--- src/rtl/serial_adder.sv ---
// serial_adder: bit-serial a+b+cin, LSB first, one full-adder stage and one carry flop.
// Optional ovf port and logic are built when SERIAL_ADDER_OVF_EN is defined.
module serial_adder #(
    parameter int WIDTH = 8
) (
    input  logic             clk,
    input  logic             rst_n,
    input  logic             start,
    input  logic [WIDTH-1:0] a,
    input  logic [WIDTH-1:0] b,
    input  logic             cin,
    output logic             busy,
    output logic             done,
    output logic [WIDTH-1:0] sum,
    output logic             cout
`ifdef SERIAL_ADDER_OVF_EN
    ,output logic            ovf
`endif
);
    localparam int CW = $clog2(WIDTH);

    typedef enum logic [1:0] {IDLE, SHIFT, DONE} state_t;

    state_t           state, state_nxt;
    logic [WIDTH-1:0] a_sh, b_sh, res;
    logic [WIDTH-2:0] acc;
    logic [CW-1:0]    cnt;
    logic             carry, fa_s, fa_c, last;

    always_comb begin
        fa_s      = a_sh[0] ^ b_sh[0] ^ carry;
        fa_c      = (a_sh[0] & b_sh[0]) | (carry & (a_sh[0] ^ b_sh[0]));
        res       = {fa_s, acc};
        last      = cnt == CW'(WIDTH - 1);
        busy      = state == SHIFT;
        done      = state == DONE;
        state_nxt = (state == SHIFT) ? (last ? DONE : SHIFT) : (start ? SHIFT : IDLE);
    end

    always_ff @(posedge clk or negedge rst_n)
        if (!rst_n) state <= IDLE;
        else        state <= state_nxt;

    // acc collects sum bits MSB-in; sum/cout/ovf only load on the final bit so partial results never show
    always_ff @(posedge clk or negedge rst_n) begin
        if (!rst_n) begin
            a_sh  <= '0;
            b_sh  <= '0;
            acc   <= '0;
            cnt   <= '0;
            carry <= 1'b0;
            sum   <= '0;
            cout  <= 1'b0;
`ifdef SERIAL_ADDER_OVF_EN
            ovf   <= 1'b0;
`endif
        end else if (state != SHIFT) begin
            if (start) begin
                a_sh  <= a;
                b_sh  <= b;
                carry <= cin;
                cnt   <= '0;
            end
        end else begin
            a_sh  <= a_sh >> 1;
            b_sh  <= b_sh >> 1;
            carry <= fa_c;
            acc   <= res[WIDTH-1:1];
            cnt   <= cnt + CW'(1);
            if (last) begin
                sum  <= res;
                cout <= fa_c;
`ifdef SERIAL_ADDER_OVF_EN
                ovf  <= carry ^ fa_c;
`endif
            end
        end
    end
endmodule
--- config.mk ---
export PLATFORM = sky130hd
export DESIGN_NAME = serial_adder
export DESIGN_NICKNAME = d
export VERILOG_FILES = /design/src/rtl/serial_adder.sv
export SDC_FILE = /design/constraint.sdc
export NUM_CORES = 1
export LEC_CHECK = 0
export CORE_MARGIN = 1.5
export CORE_UTILIZATION = 30
export CTS_BUF_LIST = sky130_fd_sc_hd__clkbuf_4 sky130_fd_sc_hd__clkbuf_8
export CTS_CLUSTER_DIAMETER = 80
export DETAILED_ROUTE_END_ITERATION = 8
export PLACE_DENSITY = 0.59
export SYNTH_ARGS = -nofsm -noshare
export SYNTH_HDL_FRONTEND = slang
export SYNTH_SLANG_ARGS = --single-unit
--- constraint.sdc ---
create_clock -name clk -period 1.9 [get_ports clk]
set_input_delay 0.38 -clock clk [delete_from_list [all_inputs] [get_ports clk]]
set_output_delay 0.38 -clock clk [all_outputs]
set_load 0.02 [all_outputs]
# Word level (Yosys, flattened, before mapping)
# Index checks and enable logic that the tools add are counted.
# totals
reg_bits	38
word_cells	32
output_inout_bits	11
# classes
n_bitwise	6
mux	11
n_reduce_logical	1
eq_ne	5
n_addsub	1
# ops
cell	n
$mux W8	4
$mux W3	2
$mux W2	2
$add A3 B1 Y3 const B	1
$eq A3 B3 Y1 const B	1
$mux W1	3
$and A1 B1 Y1	2
$eq A2 B1 Y1 const B	1
$eq A2 B2 Y1 const B	1
$ne A2 B1 Y1 const B	1
$ne A2 B2 Y1 const B	1
$reduce_and A2 Y1	1
$xor A1 B1 Y1	2
$not A1 Y1	1
$or A1 B1 Y1	1

# Longest topological paths before layout
# Gate-level depths: netlist (run 1).
# logic_depth
ltp_word	4
depth_mapped	5
mapped_depth_nobuf	4

# Worst setup path before layout (run 1)
# No wires, ideal clock.
# synth_path
path_kind	flip-flop to flip-flop
start	register cnt[0]
end	register cout
path_slack_ps	412
setup_time_ps	125
path_stages_with_launch	6
arrival_time_ps	1363
path_cell_list	dfrtp_1 -> ha_1 -> ha_1 -> nand3b_1 -> buf_2 -> mux2_2
# synth_via
elab_chain_cells	2
# synth_lines
element	line	rtl
start, declared	27	logic [CW-1:0] cnt;
start signal, assigned	69	cnt <= cnt + CW'(1);
$eq A3 B3 Y1	34	last = cnt == CW'(WIDTH - 1);
$reduce_and A2 Y1 (no source line)	n/a	
end signal, assigned	53	cout <= 1'b0;
end signal, assigned	72	cout <= fa_c;
end, declared	15	output logic cout
# No other way between the ends.
# A chain may end at the register's enable or synchronous reset.

# Worst setup path in the final report (run 1)
# layout_path
start	register state[0]
end	output port done
# layout_via
elab_chain_cells	1
# layout_lines
element	line	rtl
start, declared	24	state_t state, state_nxt;
start signal, assigned	42	else state <= state_nxt;
$eq A2 B2 Y1	36	done = state == DONE;
end, declared	13	output logic done,
# No other way between the ends.

==> impl_metrics.yaml, run 1 <==
detailed_routing:
  initialDrtViolationCount: 31
  antenna_left: 0
  vias_per_cell: 4.38
  drc_errors: 0
  vias: 968
  finalWirelength_mm: 3.10
  drtPass1Iterations: 3
  routedWlPerCell_um: 14.0
timing:
  setup_slack_ps: 114
  setup_viol: 0
  timing.final.hold_violations: 0
  period_minus_slack_ps: 1790
  hold_slack_ps: 149
  rsz0062_at_grt: "no"
  clock_skew_ps: 4.18
  worst_slew_pin_slew_ps: 478
  slew_viol_final: 0
  finalSetupTns_ps: 0
  finalCritPeriodShare: 0.940
  clock.fmax_mhz: 560
  worst_slew_margin_rel: 0.681
synth:
  syn_area_um2: 1810
  syn_nets: 132
  synth_cells: 109
  synth_top_area_cell: "dfrtp_1"
  synth.area.top_cells: "dfrtp_1 (53%), mux2_4 (27%), mux2_2 (9.3%), buf_6 (2.5%), mux2i_1 (1.7%)"
  ys_async_sr_fraction: 1.00
  synth_seq_area_share: 0.526
  synth_ff_type: "dfrtp_1"
  yosysMostFrequentCell: "dfrtp_1"
  synth_edf_count: 0
  syn_avg_cell_area_um2: 16.6
  yosys.area.top_type_share: 0.526
  ys_ff_latch: 38
  yosys_warnings: 0
  synth.distinct_cells: 15
  synth_commonest_cells: "dfrtp_1 (38), mux2_4 (33), mux2_2 (15)"
clocking:
  cts_buffers: 5
  clk_path_buf_depth: 2
  htreeDepth: 2
  clk_latency_ps: 280
  cts.sinks: 38
  clockRootBuffer: "clkbuf_8"
  clk_pin_slew_worst_paths_ps: 70
  cts_tree: "yes"
  hold_buffers: 0
finish:
  drive_above_1_share: 0.432
  n_antenna_cell: 0
  area_growth_pct: 26.5
  design.final.nets: 168
  finalCoreUtilization: 0.391
global_route:
  track_usage: 0.110
  grt_pass1_vias: 1107
  antenna_found_initial: 0
  grt_max_degree: 39
  grt_pass1_wl_mm: 5.31
  gr-total-overflow: 0
power_and_ir_drop:
  p_sw_frac: 0.298
  power_switching_mw: 1.04
  leakage_nw: 1.06
  ir_drop_mv: 0.527
  clockPowerShare: 0.163
  power_density_nw_per_um2: 1530
  seq_power_share: 0.392
  p_int_mw: 2.45
  total_power_mw: 3.49
  comb_power_share: 0.445
critical_path:
  critPathMaxFanout: 3
  path_class: "register to output pin"
  cp.required_ps: 1520
  timing.rr.start: "cnt[0]"
  cp.arrival_ps: 1410
  reg2reg_slack_ps: 340
  max_stage_delay_ps: 610
  crit_start: "state[0]"
  slowest_stage: "clkdlybuf4s50_1"
  crit_path_end_kind: "output pin"
  startpoint_type: "register"
  crit_chain: "nor2b_1 > clkdlybuf4s50_1"
floorplan:
  start_util: 0.309
  dieArea_um2: 6500
  num_rows: 28
  dieHeight_um: 80.6
  die_w_um: 80.6
  ios: 31
  design.core.area_um2: 5850
run_status:
  status: "finished, final reports clean"
flow_run:
  cap_viol_max_count: 0
place:
  dp_slack_ps: 79.8
  dpl.hpwl_mm: 2.08
  portBuffers: 30
  place_congestion: 0.660
min_path:
  holdCritPathClass: "input port to asynchronous set/reset pin"
==> per-stage QoR <==
step | cell area [um2] | instances
after floorplan | 1810 | 109
after global placement | 2190 | 213
after detailed placement | 2190 | 213
after CTS | 2280 | 221
after global routing | 2280 | 221
final | 2280 | 221
==> metal layers <==
metal	up-vias	wire, um	track usage
li1	446	-	-
met1	490	1460	0.138
met2	26	1400	0.171
met3	6	194	0.0386
met4	0	51	0.0466
met5	-	0	0
==> cell families (layout without fill, tap and decap cells) <==
| family | count (synthesis) | in the layout | share of synthesized area |
|---|---|---|---|
| multiplexers | 51 | 51 | 0.384 |
| flip-flops | 38 | 38 | 0.526 |
| AND/OR/NAND/NOR | 8 | 8 | 0.0256 |
| buffers and inverters | 8 | 45 | 0.0346 |
| adder cells (fa/ha/maj) | 3 | 3 | 0.0249 |
| AO/OA/AOI/OAI | 1 | 1 | 0.00416 |
==> critical path, delay by kind of cell, from the launching register on <==
kind,cells,cell delay [ps]
buf+inv,1,610
flops,1,390
simple gates,1,120
==> layout make-up <==
class | count | area, um2
fill | 544 | 3570
sequential | 38 | 951
multi-input combinational | 63 | 793
timing repair buffer | 35 | 344
clock inverter | 1 | 5.00
tap | 75 | 93.8
inverter | 2 | 7.51
clock buffer | 7 | 90.1
==> power by group through the flow <==
stage | registers [mW] | logic, mW | clock network [mW]
2_1_floorplan | 1.45 | 1.06 | 0
3_3_place_gp | 1.38 | 1.54 | 0
3_5_place_dp | 1.39 | 1.57 | 0
4_1_cts | 1.38 | 1.58 | 0.598
5_1_grt | 1.43 | 1.67 | 0.641
6_report | 1.37 | 1.55 | 0.568
==> registers in the layout, indices dropped and copies added (netlist names) <==
register,count
a_sh,8
acc,7
b_sh,8
carry,1
cnt,3
cout,1
state,2
sum,8
==> layout by cell type, fill, tap and decap left out <==
cell type / n
buf_12: 1
buf_2: 1
buf_4: 4
clkbuf_4: 1
clkbuf_8: 6
clkdlybuf4s50_1: 28
clkinv_2: 1
dfrtp_1: 38
dlygate4sd2_1: 1
fa_1: 1
ha_1: 2
inv_1: 1
inv_2: 1
mux2_2: 15
mux2_4: 33
mux2i_1: 3
nand2b_1: 2
nand3b_1: 1
nor2_1: 2
nor2b_1: 3
o21a_1: 1
==> repair_timing <==
item	4_1_cts	5_1_grt
setup buffers	0	0
resized for setup	1	0
setup endpoints to repair	1	0
==> worst paths after layout <==
path                                end  cells past startpoint
worst max-delay path               done                      2
worst min-delay path            a_sh[1]                      2
worst max register to register   sum[7]                      5
worst min register to register   cnt[0]                      1
max in group asynchronous        cnt[0]                      2
min in group clk                 cnt[0]                      1
Note: power is estimated with default switching activity, not from simulation.
==> run 2, diff against run 1 <==
- GPL_TIMING_DRIVEN: unset -> 0
==> impl_metrics.yaml, run 2 (same netlist as run 1, synthesis figures left out) <==
run_status:
  status: "finished, final reports clean"
critical_path:
  max_stage_delay_ps: 380
  cp.arrival_ps: 1320
  path_class: "register to output pin"
  reg2reg_depth: 5
  critPathMaxFanout: 7
  startpoint_type: "register"
  crit_chain: "nand2b_1 > buf_2 > inv_2 > clkbuf_2"
  cp.required_ps: 1520
  crit_path_end_kind: "output pin"
  slowest_stage: "dfrtp_1"
global_route:
  gr-total-overflow: 0
  grt_max_degree: 39
  track_usage: 0.108
  grt_pass1_vias: 1095
  antenna_found_initial: 0
  grt_pass1_wl_mm: 5.24
clocking:
  clk_path_buf_depth: 2
  cts_tree: "yes"
  hold_buffers: 0
  cts.sinks: 38
  htreeDepth: 2
  clk_latency_ps: 280
  clk_pin_slew_worst_paths_ps: 70
  clockRootBuffer: "clkbuf_8"
  cts_buffers: 5
timing:
  rsz0062_at_grt: "no"
  period_minus_slack_ps: 1700
  worst_slew_pin_slew_ps: 835
  clock.fmax_mhz: 588
  clock_skew_ps: 5.79
  timing.final.hold_violations: 0
  setup_viol: 0
  finalCritPeriodShare: 0.895
  slew_viol_final: 0
  worst_slew_margin_rel: 0.443
  hold_slack_ps: 201
detailed_routing:
  initialDrtViolationCount: 27
  vias_per_cell: 4.34
  drtPass1Iterations: 2
  antenna_left: 0
  drc_errors: 0
  routedWlPerCell_um: 14.0
  vias: 963
  finalWirelength_mm: 3.11
flow_run:
  cap_viol_max_count: 0
finish:
  fin_area_um2: 2290
  layout_common_cells: "dfrtp_1 (38), mux2_4 (33), clkdlybuf4s50_1 (27), mux2_2 (15), clkbuf_8 (6)"
  final_cell_count_no_fill: 222
  finalCoreUtilization: 0.391
  top_regs: "a_sh (8), b_sh (8), sum (8)"
  area_growth_pct: 26.7
  design.final.nets: 169
  n_antenna_cell: 0
  nFillCells: 544
  drive_above_1_share: 0.442
  final_common_cell: "dfrtp_1"
place:
  dp_cells: 214
  place_congestion: 0.770
  portBuffers: 30
  dpl.hpwl_mm: 2.13
  placed_area_um2: 2200
power_and_ir_drop:
  total_power_mw: 3.50
  ir_drop_mv: 0.473
  leakage_nw: 1.08
  power_density_nw_per_um2: 1530
floorplan:
  design.core.area_um2: 5850
  ios: 31
  die_w_um: 80.6
  dieHeight_um: 80.6
  dieArea_um2: 6500
  start_util: 0.309
  num_rows: 28
min_path:
  holdCritPathClass: "input port to asynchronous set/reset pin"
[run 2: cell types whose count changed in the layout (fill, tap and decap cells not counted)]
| cell | before | now |
|---|---|---|
| buf_4 | 4 | 0 |
| dlygate4sd2_1 | 1 | 0 |
| clkbuf_2 | 0 | 1 |
| dlymetal6s2s_1 | 0 | 1 |
| clkdlybuf4s50_1 | 28 | 27 |
| buf_6 | 0 | 4 |
| buf_12 | 1 | 0 |
| buf_2 | 1 | 3 |
[run 2: final cells by class]
| type | count | area (um2) | area share |
|---|---|---|---|
| sequential | 38 | 951 | 0.416 |
| multi-input combinational | 63 | 793 | 0.347 |
| timing repair buffer | 30 | 293 | 0.128 |
| tap | 75 | 93.8 | 0.0410 |
| clock buffer | 7 | 90.1 | 0.0394 |
| buffer | 6 | 55.1 | 0.0241 |
| inverter | 2 | 7.51 | 0.00328 |
| clock inverter | 1 | 5.00 | 0.00219 |
[run 2: per-layer routing]
| layer | vias up | track usage | wire, um |
|---|---|---|---|
| li1 | 453 | - | - |
| met5 | - | 0 | 0 |
| met3 | 4 | 0.0398 | 194 |
| met2 | 23 | 0.167 | 1450 |
| met1 | 483 | 0.137 | 1440 |
| met4 | 0 | 0.0362 | 30 |
[run 2: worst paths after layout]
kind                       slack, ps      end     start
setup reg to reg                 250   sum[1]    cnt[0]
hold reg to reg                  500   cnt[0]    cnt[0]
hold / removal                   200  a_sh[2]     rst_n
setup / recovery                 200     busy  state[1]
max in group asynchronous       1180   sum[0]     rst_n
min in group clk                 500   cnt[0]    cnt[0]
[run 2: where the power goes]
group | total [mW] | switching [mW] | leakage [nW] | internal (mW)
Clock | 0.564 | 0.257 | 0.0517 | 0.307
Combinational | 1.57 | 0.581 | 0.556 | 0.985
Sequential | 1.37 | 0.202 | 0.475 | 1.17
[run 2: critical path, delay by kind of cell (launching register included)]
kind | cells | cell delay (ps)
buf+inv | 3 | 520
flops | 1 | 380
simple gates | 1 | 140
[run 2: stage by stage]
step	setup TNS [ps]	setup WS (ps)
3_5_place_dp	0	31.9
4_1_cts	0	18.1
2_1_floorplan	0	412
6_report	0	199
5_1_grt	0	104
3_3_place_gp	-14650	-387
[run 2: timing repair]
| item | 4_1_cts | 5_1_grt |
|---|---|---|
| setup endpoints to repair | 1 | 2 |
| gates resized for setup | 1 | 3 |
| setup buffers | 0 | 0 |
| endpoints found under the hold margin | 0 | 0 |
==> run 3, diff against run 2 <==
- GPL_TIMING_DRIVEN: 0 -> unset
==> results of run 3 <==
Final layout, timing and power as in run 1 (identical DEF).
